## config.mk

```make
export PLATFORM = sky130hd
export DESIGN_NAME = mem_wb_stage_flat
export DESIGN_NICKNAME = d
export VERILOG_FILES = /design/src/rtl/mem_wb_stage_if.sv /design/src/rtl/mem_wb_stage.sv /design/src/flat_wrapper.sv
export SDC_FILE = /design/constraint.sdc
export NUM_CORES = 1
export LEC_CHECK = 0
export ABC_AREA = 1
export ABC_CLOCK_PERIOD_IN_PS = 7500
export CORE_AREA = 2 2 183 185
export DETAILED_ROUTE_END_ITERATION = 10
export DIE_AREA = 0 0 185 187
export GPL_TIMING_DRIVEN = 0
export PLACE_DENSITY_LB_ADDON = 0.08
export SLEW_MARGIN = 20
export SYNTH_ARGS = -nofsm -noshare
export SYNTH_HDL_FRONTEND = slang
export SYNTH_SLANG_ARGS = --single-unit
```

## constraint.sdc

```tcl
create_clock -name clk -period 7.5 [get_ports clk]
set_input_delay 2.25 -clock clk [delete_from_list [all_inputs] [get_ports clk]]
set_output_delay 2.25 -clock clk [all_outputs]
set_load 0.02 [all_outputs]
```

## src/rtl/mem_wb_stage_if.sv

```systemverilog
// Data-memory request/acknowledge bus between the MEM stage and data memory.
// The stage drives the request side; memory returns read data and ack.
interface mem_wb_stage_if #(
  parameter int DATA_W = 64
);
  logic              mem_req;
  logic              mem_we;
  logic [DATA_W-1:0] mem_addr;
  logic [DATA_W-1:0] mem_wdata;
  logic [DATA_W-1:0] mem_rdata;
  logic              mem_ack;

  modport master (
    output mem_req,
    output mem_we,
    output mem_addr,
    output mem_wdata,
    input  mem_rdata,
    input  mem_ack
  );

  modport slave (
    input  mem_req,
    input  mem_we,
    input  mem_addr,
    input  mem_wdata,
    output mem_rdata,
    output mem_ack
  );
endinterface

```

## src/rtl/mem_wb_stage.sv

```systemverilog
// MEM stage with MEM/WB register, variable-latency access and timeout abort.
// Optional misaligned-access trap enabled by defining MEM_ALIGN_CHECK_EN.
module mem_wb_stage #(
  parameter int DATA_W         = 64,
  parameter int TIMEOUT_CYCLES = 16
) (
  input  logic              clk,
  input  logic              reset,
  input  logic [DATA_W-1:0] Result_2,
  input  logic [DATA_W-1:0] ReadData2_3,
  input  logic [4:0]        rd_3,
  input  logic              MemtoReg_3,
  input  logic              MemRead_3,
  input  logic              MemWrite_3,
  input  logic              RegWrite_3,
  mem_wb_stage_if.master    mem,
  output logic              mem_stall,
  output logic              mem_err,
  output logic [DATA_W-1:0] ReadData_wb,
  output logic [DATA_W-1:0] Result_wb,
  output logic [4:0]        rd_wb,
  output logic              MemtoReg_wb,
  output logic              RegWrite_wb
);

  typedef enum logic {
    S_IDLE,
    S_WAIT
  } state_e;

  localparam logic [7:0] TO_LIM = 8'(TIMEOUT_CYCLES);

  state_e            state_q, state_d;
  logic [7:0]        cnt_q, cnt_d;

  logic [DATA_W-1:0] rdata_q, rdata_d;
  logic [DATA_W-1:0] res_q, res_d;
  logic [4:0]        rd_q, rd_d;
  logic              mtr_q, mtr_d;
  logic              rw_q, rw_d;

  logic access;
  logic misalign;
  logic go;
  logic timeout;
  logic stall;
  logic req;
  logic capture;
  logic rd_ack;

  assign access = MemRead_3 | MemWrite_3;

`ifdef MEM_ALIGN_CHECK_EN
  assign misalign = access & (Result_2[2:0] != 3'b000);
`else
  assign misalign = 1'b0;
`endif

  // A trapped misaligned access never reaches the memory bus.
  assign go = access & ~misalign;

  assign timeout = (state_q == S_WAIT)
                 & ~mem.mem_ack
                 & (cnt_q == TO_LIM);

  assign stall = go & ~mem.mem_ack & ~timeout;

  assign mem.mem_addr  = Result_2;
  assign mem.mem_wdata = ReadData2_3;
  assign mem.mem_we    = MemWrite_3;
  assign mem.mem_req   = req;

  assign mem_stall = stall;
  assign mem_err   = timeout | misalign;

  assign ReadData_wb = rdata_q;
  assign Result_wb   = res_q;
  assign rd_wb       = rd_q;
  assign MemtoReg_wb = mtr_q;
  assign RegWrite_wb = rw_q;

  always_ff @(posedge clk or posedge reset) begin
    if (reset) begin
      state_q <= S_IDLE;
      cnt_q   <= 8'd0;
    end else begin
      state_q <= state_d;
      cnt_q   <= cnt_d;
    end
  end

  always_comb begin
    state_d = state_q;
    cnt_d   = cnt_q;
    req     = 1'b0;
    unique case (state_q)
      S_IDLE: begin
        req = go;
        if (go && !mem.mem_ack) begin
          state_d = S_WAIT;
          cnt_d   = 8'd1;
        end
      end
      S_WAIT: begin
        req = 1'b1;
        if (mem.mem_ack || timeout) begin
          state_d = S_IDLE;
          cnt_d   = 8'd0;
        end else if (cnt_q != 8'hFF) begin
          cnt_d = cnt_q + 8'd1;
        end
      end
      default: begin
        state_d = S_IDLE;
        cnt_d   = 8'd0;
      end
    endcase
    // Reset abandons the access on the bus right away.
    if (reset) begin
      req = 1'b0;
    end
  end

  assign capture = ~stall & ~timeout & ~misalign;
  assign rd_ack  = go & MemRead_3 & ~MemWrite_3 & mem.mem_ack;

  always_comb begin
    rdata_d = rdata_q;
    res_d   = res_q;
    rd_d    = rd_q;
    mtr_d   = mtr_q;
    rw_d    = rw_q;
    if (capture) begin
      res_d = Result_2;
      rd_d  = rd_3;
      mtr_d = MemtoReg_3;
      rw_d  = RegWrite_3;
      if (rd_ack) begin
        rdata_d = mem.mem_rdata;
      end
    end else begin
      rd_d  = 5'd0;
      mtr_d = 1'b0;
      rw_d  = 1'b0;
    end
  end

  always_ff @(posedge clk or posedge reset) begin
    if (reset) begin
      rdata_q <= '0;
      res_q   <= '0;
      rd_q    <= 5'd0;
      mtr_q   <= 1'b0;
      rw_q    <= 1'b0;
    end else begin
      rdata_q <= rdata_d;
      res_q   <= res_d;
      rd_q    <= rd_d;
      mtr_q   <= mtr_d;
      rw_q    <= rw_d;
    end
  end

endmodule

```

## src/flat_wrapper.sv

```systemverilog
// flat-port wrapper written by rule: the top's interface ports become plain ports
module mem_wb_stage_flat 
#(
  parameter int DATA_W         = 64,
  parameter int TIMEOUT_CYCLES = 16
)
  (clk, reset, Result_2, ReadData2_3, rd_3, MemtoReg_3, MemRead_3, MemWrite_3, RegWrite_3, mem_stall, mem_err, ReadData_wb, Result_wb, rd_wb, MemtoReg_wb, RegWrite_wb, mem_mem_req, mem_mem_we, mem_mem_addr, mem_mem_wdata, mem_mem_rdata, mem_mem_ack);
  mem_wb_stage_if #(.DATA_W(DATA_W)) mem_i ();
  input  logic clk;
  input  logic reset;
  input  logic [DATA_W-1:0] Result_2;
  input  logic [DATA_W-1:0] ReadData2_3;
  input  logic [4:0] rd_3;
  input  logic MemtoReg_3;
  input  logic MemRead_3;
  input  logic MemWrite_3;
  input  logic RegWrite_3;
  output logic mem_stall;
  output logic mem_err;
  output logic [DATA_W-1:0] ReadData_wb;
  output logic [DATA_W-1:0] Result_wb;
  output logic [4:0] rd_wb;
  output logic MemtoReg_wb;
  output logic RegWrite_wb;
  output wire logic [$bits(mem_i.mem_req)-1:0] mem_mem_req;
  output wire logic [$bits(mem_i.mem_we)-1:0] mem_mem_we;
  output wire logic [$bits(mem_i.mem_addr)-1:0] mem_mem_addr;
  output wire logic [$bits(mem_i.mem_wdata)-1:0] mem_mem_wdata;
  input wire logic [$bits(mem_i.mem_rdata)-1:0] mem_mem_rdata;
  input wire logic [$bits(mem_i.mem_ack)-1:0] mem_mem_ack;
  assign mem_mem_req = mem_i.mem_req;
  assign mem_mem_we = mem_i.mem_we;
  assign mem_mem_addr = mem_i.mem_addr;
  assign mem_mem_wdata = mem_i.mem_wdata;
  assign mem_i.mem_rdata = mem_mem_rdata;
  assign mem_i.mem_ack = mem_mem_ack;
  mem_wb_stage #(.DATA_W(DATA_W), .TIMEOUT_CYCLES(TIMEOUT_CYCLES)) u_core (.clk(clk), .reset(reset), .Result_2(Result_2), .ReadData2_3(ReadData2_3), .rd_3(rd_3), .MemtoReg_3(MemtoReg_3), .MemRead_3(MemRead_3), .MemWrite_3(MemWrite_3), .RegWrite_3(RegWrite_3), .mem(mem_i), .mem_stall(mem_stall), .mem_err(mem_err), .ReadData_wb(ReadData_wb), .Result_wb(Result_wb), .rd_wb(rd_wb), .MemtoReg_wb(MemtoReg_wb), .RegWrite_wb(RegWrite_wb));
endmodule
```

# Yosys cells after proc, flatten, opt, wreduce, memory -nomap -nowiden
# Cells that the tools add are included.
# word_totals
wordCells	43
out_inout_bits	267
inputBits	204
regBits	144
# op_classes
eq_ne	4
add_sub_neg	1
bitwise	14
mux	12
reduce_logical	5
# op_table
cell	n
8-bit 2-to-1 mux	3
8-bit case mux with 2 select lines	1
8-bit by 1-bit adder with 8-bit output, second input constant	1
1-bit AND	8
8-bit by 5-bit equality test with 1-bit output, second input constant	1
8-bit != test, second input constant	1
1-bit 2-to-1 mux	5
5-bit 2-to-1 mux	1
1-bit inverter	5
1-bit case mux with 2 select lines	2
2-bit AND reduction	2
3-bit != test, second input constant	1
2-bit by 1-bit != test with 1-bit output, second input constant	1
1-bit logical AND	1
1-bit zero test	1
1-bit logical OR	1
1-bit bitwise OR	1

# Longest topological paths before layout
# Gate-level depths: netlist (run 1).
# depth
word_depth	8
ltp_mapped	10
mapped_depth_nobuf	9

# Worst setup path before layout (run 1)
# Ideal clock, no wire load.
# synth_path
kind	input -> output
startpoint	input mem_mem_ack
endpoint	output mem_err
required_ns	5.250
path_buffers	0
t_arrival_ns	3.069
setup_slack_ns	2.181
stages	3
path_cell_list	nor2_2 nand3_1 nor4_1
# synth_between
elab_chain_cells	3
# synth_rtl
item	line_no	source
start: declaration	flat_wrapper.sv:30	input wire logic [$bits(mem_i.mem_ack)-1:0] mem_mem_ack;
1-bit inverter	mem_wb_stage.sv:63	& ~mem.mem_ack
1-bit AND	mem_wb_stage.sv:63	
1-bit AND	mem_wb_stage.sv:64	& (cnt_q == TO_LIM);
end: declaration	flat_wrapper.sv:19	output logic mem_err;
# Every way passes these cells.

# Worst setup path in the final report (run 1)
# layout_path
startpoint	input MemWrite_3
endpoint	output mem_stall
# layout_between
elab_chain_cells	3
# layout_rtl
item	line_no	source
start: declaration	flat_wrapper.sv:16	input logic MemWrite_3;
1-bit bitwise OR	mem_wb_stage.sv:51	assign access = MemRead_3 | MemWrite_3;
1-bit AND (2 in a row)	mem_wb_stage.sv:66	assign stall = go & ~mem.mem_ack & ~timeout;
end: declaration	flat_wrapper.sv:18	output logic mem_stall;
# Every way passes these cells.

==> results of run 1 <==
## Yosys cell counts, types with 3 or more instances
library cell and count:
nand2_1 161, buf_6 11, mux2_2 64, inv_2 3, inv_1 20, buf_2 11
nand4_1 3, nand3_1 76, buf_4 133, dfrtp_1 144, nor2_1 14, nor2_2 3
## kinds of logic after synthesis
kind of cell	count (synthesis)	share of synthesized area
AO/OA/AOI/OAI	3	0.00275
XOR/XNOR	2	0.00257
adder cells (fa/ha/maj)	2	0.00367
buffers and inverters	180	0.186
flip-flops	144	0.528
multiplexers	64	0.106
AND/OR/NAND/NOR	267	0.171
## per-stage QoR
stage	setup TNS (ps)	cell area [µm²]	hold WS (ps)
6_report	0	12100	468
2_1_floorplan	0	6820	486
3_5_place_dp	0	11500	457
5_1_grt	0	12100	484
3_3_place_gp	-203320	11400	454
4_1_cts	0	12100	473
## cell usage in the layout (no fill, tap or decap), types with 2 or more instances in the layout
| master | n |
|---|---|
| buf_2 | 11 |
| buf_4 | 133 |
| buf_6 | 11 |
| bufinv_16 | 2 |
| clkbuf_1 | 4 |
| clkbuf_16 | 17 |
| clkbuf_8 | 2 |
| clkdlybuf4s50_1 | 406 |
| clkinvlp_4 | 4 |
| dfrtp_1 | 144 |
| ha_1 | 2 |
| inv_1 | 19 |
| inv_2 | 3 |
| inv_6 | 3 |
| mux2_2 | 64 |
| nand2_1 | 161 |
| nand2_2 | 2 |
| nand2_4 | 2 |
| nand3_1 | 76 |
| nand3b_1 | 2 |
| nand4_1 | 3 |
| nor2_1 | 14 |
| nor2_2 | 3 |
## per-layer routing
layer  routed length (µm)  up-vias
met5                   13        -
met4                  291        2
li1                     -     2858
met2                11300      281
met1                 9490     2748
met3                 2710       19
## worst paths after layout
check                                                 start                               end  slack [ps]  cells after the start
max in group asynchronous                             reset  u_core.Result_wb[14]$_DFFE_PP0N_        4400                      3
setup reg to reg                u_core.cnt_q[0]$_DFFE_PP0P_   u_core.Result_wb[9]$_DFFE_PP0N_        5710                      9
setup / recovery                                 MemWrite_3                         mem_stall        1160                      7
hold reg to reg            u_core.Result_wb[46]$_DFFE_PP0N_  u_core.Result_wb[46]$_DFFE_PP0N_         470                      2
min in group asynchronous                             reset       u_core.cnt_q[3]$_DFFE_PP0P_        2250                      2
hold / removal             u_core.Result_wb[46]$_DFFE_PP0N_  u_core.Result_wb[46]$_DFFE_PP0N_         470                      2
## cell type report
cell class / instances / area, µm² / share of cell area
multi-input cells: 338 / 1950 / 0.161
clock inverters: 11 / 130 / 0.0108
inverters: 23 / 93.8 / 0.00777
plain buffers: 157 / 1180 / 0.0982
well taps: 448 / 561 / 0.0464
flip-flops and latches: 144 / 3600 / 0.299
repair buffers: 407 / 4090 / 0.339
clock buffers: 21 / 460 / 0.0381
## flip-flops by register name, summed over array words and instances, names as in the netlist
signal,flops
u_core.Result_wb,64
u_core.RegWrite_wb,1
u_core.ReadData_wb,64
u_core.cnt_q,8
u_core.rd_wb,5
u_core.state_q,1
u_core.MemtoReg_wb,1
## critical path, delay by kind of cell
family | cells | cell delay, ps
buffers and inverters | 5 | 1390
AND/OR/NAND/NOR | 1 | 60
AO/OA/AOI/OAI | 1 | 380
## power groups by stage
stage | Combinational (µW) | Clock [µW] | Sequential [µW]
after floorplan | 244 | 0 | 1070
after global placement | 796 | 0 | 946
after detailed placement | 796 | 0 | 948
after CTS | 798 | 903 | 934
after global routing | 836 | 932 | 947
final | 782 | 867 | 934
==> flow_metrics.tcl, run 1 <==
set metrics [dict create \
    run_status "complete, no violations" \
    drc 0 \
    rsz0062_at_grt "false" \
    synth_edf_count 0 \
    worstSetupPathType "input pin to output pin" \
    syn_area_um2 6820 \
    clkTransAtPathRegs_ps 60 \
    syn_inst 662 \
    synth_flop_cell "dfrtp_1" \
    slew_violations 0 \
    setup_ws_ps 1160 \
    ir_drop_mv 0.148 \
    postRouteAntennaNets 0 \
    final_nets 1294 \
    synth_top_area_share 0.528 \
    grt_max_degree 93 \
    htree_levels 4 \
    finalPower_uw 2580 \
    globalRouteMet1Util 0.154 \
    die_height_um 187 \
    design.die.area_um2 34600 \
    cts.sinks 144 \
    internal-power_uw 1810 \
    start_kind "input pin" \
    fillers 3369 \
    hold_class "register to register" \
    use_met3 0.0633 \
    slew_headroom 0.645 \
    max_freq_ghz 0.158 \
    coreArea_um2 32900 \
    instances_no_fill 1549 \
    wl_per_cell_um 15.3 \
    grt-busiest-layer "met2" \
    place_congestion 0.743 \
    swShare 0.300 \
    powerDensity_nw_per_um2 214 \
    ios 471 \
    synth-seq-cells 144 \
    power_frac_comb 0.303 \
    utilization 0.367 \
    dr.pass1.iters 4 \
    vias 5908 \
    p_clk_frac 0.336 \
    cts_buffers 17 \
    switching_power_uw 775 \
    cts_root_buffer "clkbuf_16" \
    grt_pass1_wl_um 35400 \
    post-cts-setup-buffer-count 0 \
    cts_resized 0 \
    row_count 67 \
    synthArstFlopShare 1.00 \
    grt_pass1_vias 6097 \
    yosysTopAreaCell "dfrtp_1" \
    worstPathMaxFanout 10 \
    ys_seq_area_frac 0.528 \
    syn-num-nets 868 \
    insertion_delay_ps 430 \
    required_ps 5250 \
    clk_path_buf_depth 2 \
    max_stage_delay_ps 570 \
    ys_warn_count 0 \
    grt.overflow.total 0 \
    fp.dieW_um 185 \
    cp.arrival_ps 4090 \
    min_period_ps 6340 \
    pwr-share-seq 0.361 \
    via_per_inst 3.81 \
    path_cells "clkdlybuf4s50_1 -> o21ai_2 -> buf_4 -> inv_1 -> nand2_1 -> inv_1 -> clkdlybuf4s50_1" \
    postRouteWirelength_um 23800 \
    min_period_over_period 0.845 \
    max_cap_viol_count 0 \
    initialDrtViolationCount 177 \
    worst_slew_pin_slew_ps 532 \
    port_buffers 406 \
    diodes 0 \
    use_met2 0.224 \
    syn_avg_cell_area_um2 10.3 \
    end_kind "output pin" \
    clock_skew_ps 10.8 \
    grt.total_usage 0.135 \
    dpl_worst_slack_ps 1090 \
    setup_viol 0 \
    grt_antenna_before_repair 1 \
    ctsHoldBuffers 0 \
    drive_above_1_share 0.241 \
    p_leak_uw 0.00548 \
    hpwl_um 18500 \
    area_growth_pct 77.0 \
    cts_tree "done" \
    ys_types 26 \
    dpl.cell_count 1517 \
    slowest_stage "clkdlybuf4s50_1" \
    hold_violations 0 \
    yosys-top-cells-area "dfrtp_1, buf_4, mux2_2" \
    initial_core_util 0.208 \
]
Power figures use the tool's default switching activity.
==> run 2, diff against run 1 <==
ABC_CLOCK_PERIOD_IN_PS = 6100   (was 7500)
clock period = 6.1 ns   (was 7.5 ns; I/O delays follow)
==> results of run 2 <==
The final DEF is identical to that of run 1. Status: complete, no violations.
Among the figures that moved: setup slack after placement 1090 ps -> 529 ps; setup slack after layout 1160 ps -> 603 ps; register-to-register setup slack 5710 ps -> 4310 ps; total power 2580 µW -> 3180 µW; worst IR drop on VDD 0.148 mV -> 0.182 mV
==> run 3, diff against run 2 <==
CAP_MARGIN = 25   (was not set)
GPL_TIMING_DRIVEN = not set   (was 0)
==> run 3 against run 2 <==
  * Cell area is 15% lower
  * Die area stayed put
  * Flip-flop and latch count stayed put
  * Via count is 14% lower
  * Clock power hardly changed
  * Clock skew is 1.6 ps lower
  * Critical path depth is 2 lower
  * Clock-buffer cell count is 2 lower
  * Critical endpoint is now mem_err
  * Largest power group unchanged
==> flow_metrics.tcl, run 3 (synthesis gave the netlist of run 1 again) <==
set metrics [dict create \
    vias 5090 \
    slew_violations 0 \
    design.die.area_um2 34600 \
    coreArea_um2 32900 \
    finalSetupTns_ps 0 \
    setup_ws_ps 918 \
    ios 471 \
    cts_root_buffer "clkbuf_16" \
    port_buffers 342 \
    cp_num_buf_inv 2 \
    initialDrtViolationCount 201 \
    grt_pass1_wl_um 32600 \
    max_freq_ghz 0.193 \
    wl_per_cell_um 16.3 \
    dr.pass1.iters 4 \
    min_path_cells 2 \
    post-cts-setup-buffer-count 0 \
    final_cell_mix "clkdlybuf4s50_1, nand2_1, dfrtp_1" \
    critPathTopFamily "buffers and inverters" \
    cts_resized 0 \
    path_cells "clkdlybuf4s50_1 -> nor2_2 -> nand3_1 -> nor4_1 -> clkdlybuf4s50_1" \
    critPathMostFrequentCell "clkdlybuf4s50_1" \
    grt.overflow.total 0 \
    worstHoldStart "u_core.Result_wb[15]$_DFFE_PP0N_" \
    worstPathMaxFanout 3 \
    grt_max_degree 95 \
    dpl_worst_slack_ps 890 \
    grt_pass1_vias 5287 \
    postRouteWirelength_um 21800 \
    hold_violations 0 \
    cts.sinks 144 \
    p_leak_uw 0.00451 \
    powerDensity_nw_per_um2 293 \
    insertion_delay_ps 440 \
    diodes 0 \
    holdPathEnd "u_core.Result_wb[15]$_DFFE_PP0N_" \
    rsz0062_at_grt "false" \
    r2r-start "u_core.cnt_q[0]$_DFFE_PP0P_" \
    drive_above_1_share 0.132 \
    drc 0 \
    slowest_stage "clkdlybuf4s50_1" \
    row_count 67 \
    max_cap_viol_count 0 \
    ir_drop_mv 0.187 \
    end_kind "output pin" \
    min_period_ps 5180 \
    start_kind "input pin" \
    postRouteAntennaNets 0 \
    required_ps 4270 \
    max_stage_delay_ps 650 \
    reg2reg_slack_ps 3750 \
    cts_buffers 17 \
    rr_endpoint "u_core.Result_wb[42]$_DFFE_PP0N_" \
    finalPower_uw 3020 \
    grt_antenna_before_repair 0 \
    rr_worst_depth 9 \
    cp.arrival_ps 3350 \
    die_height_um 187 \
    fp.dieW_um 185 \
    clkTransAtPathRegs_ps 60 \
    cts_tree "done" \
    run_status "complete, no violations" \
    slew_headroom 0.397 \
    clock_skew_ps 9.26 \
    hold_class "register to register" \
    final_nets 1079 \
    area_growth_pct 50.8 \
    hpwl_um 15400 \
    initial_core_util 0.208 \
    min_period_over_period 0.849 \
    setup_viol 0 \
    via_per_inst 3.82 \
    worst_slew_pin_slew_ps 904 \
    ctsHoldBuffers 0 \
    worstSetupPathType "input pin to output pin" \
    htree_levels 4 \
    grt.total_usage 0.126 \
    clk_path_buf_depth 2 \
    place_congestion 0.707 \
    mostFrequentLayoutCell "clkdlybuf4s50_1" \
]
run 3: cell count changes in the layout (fill, tap and decap cells not counted), moves of 3 or more:
cell / before / now
buf_4: 133 / 6
buf_2: 11 / 0
clkinv_2: 1 / 4
buf_6: 11 / 0
clkbuf_1: 4 / 1
clkdlybuf4s50_1: 406 / 342
run 3: stage by stage:
stage / cell area, µm² / std cells / hold WS, ps / utilization
2_1_floorplan: 6820 / 662 / 486 / -
5_1_grt: 10300 / 1334 / 480 / 0.313
3_5_place_dp: 9680 / 1301 / 458 / 0.295
3_3_place_gp: 9680 / 1301 / 454 / 0.295
4_1_cts: 10300 / 1333 / 474 / 0.312
6_report: 10300 / 1334 / 470 / 0.313
run 3: final cells by class:
type                       instances  area, µm²
fill                            3456      22600
inverter                          23       91.3
timing repair buffer             349       3500
clock inverter                    13        138
sequential                       144       3600
tap                              448        561
multi-input combinational        338       1950
clock buffer                      19        443
run 3: worst max-delay path by stage:
stage / cells after the start / end / from
after floorplan: 1 / u_core.MemtoReg_wb$_DFF_PP0_ / reset
after global placement: 5 / mem_err / mem_mem_ack
after detailed placement: 5 / mem_err / mem_mem_ack
after CTS: 5 / mem_err / mem_mem_ack
after global routing: 5 / mem_err / mem_mem_ack
final: 5 / mem_err / mem_mem_ack
run 3: power by group:
| part | leakage (µW) | internal (µW) | switching [µW] |
|---|---|---|---|
| sequential | 0.00174 | 1080 | 66.0 |
| clock | 0.000280 | 613 | 441 |
| combinational | 0.00249 | 419 | 396 |
run 3: routing by layer:
metal / share of wire / global-route usage / up-vias / wire, µm
met5: 0 / 0 / - / 0
met4: 0.021 / 0.0510 / 0 / 457
met3: 0.11 / 0.0561 / 32 / 2300
met2: 0.46 / 0.197 / 270 / 10100
met1: 0.41 / 0.149 / 2358 / 8970
li1: - / - / 2430 / -
run 3: tightest hold or removal path: stages, from the launching register on:
cell	delay, ps
dfrtp_1	340
nand2_1	50
nand2_1	40
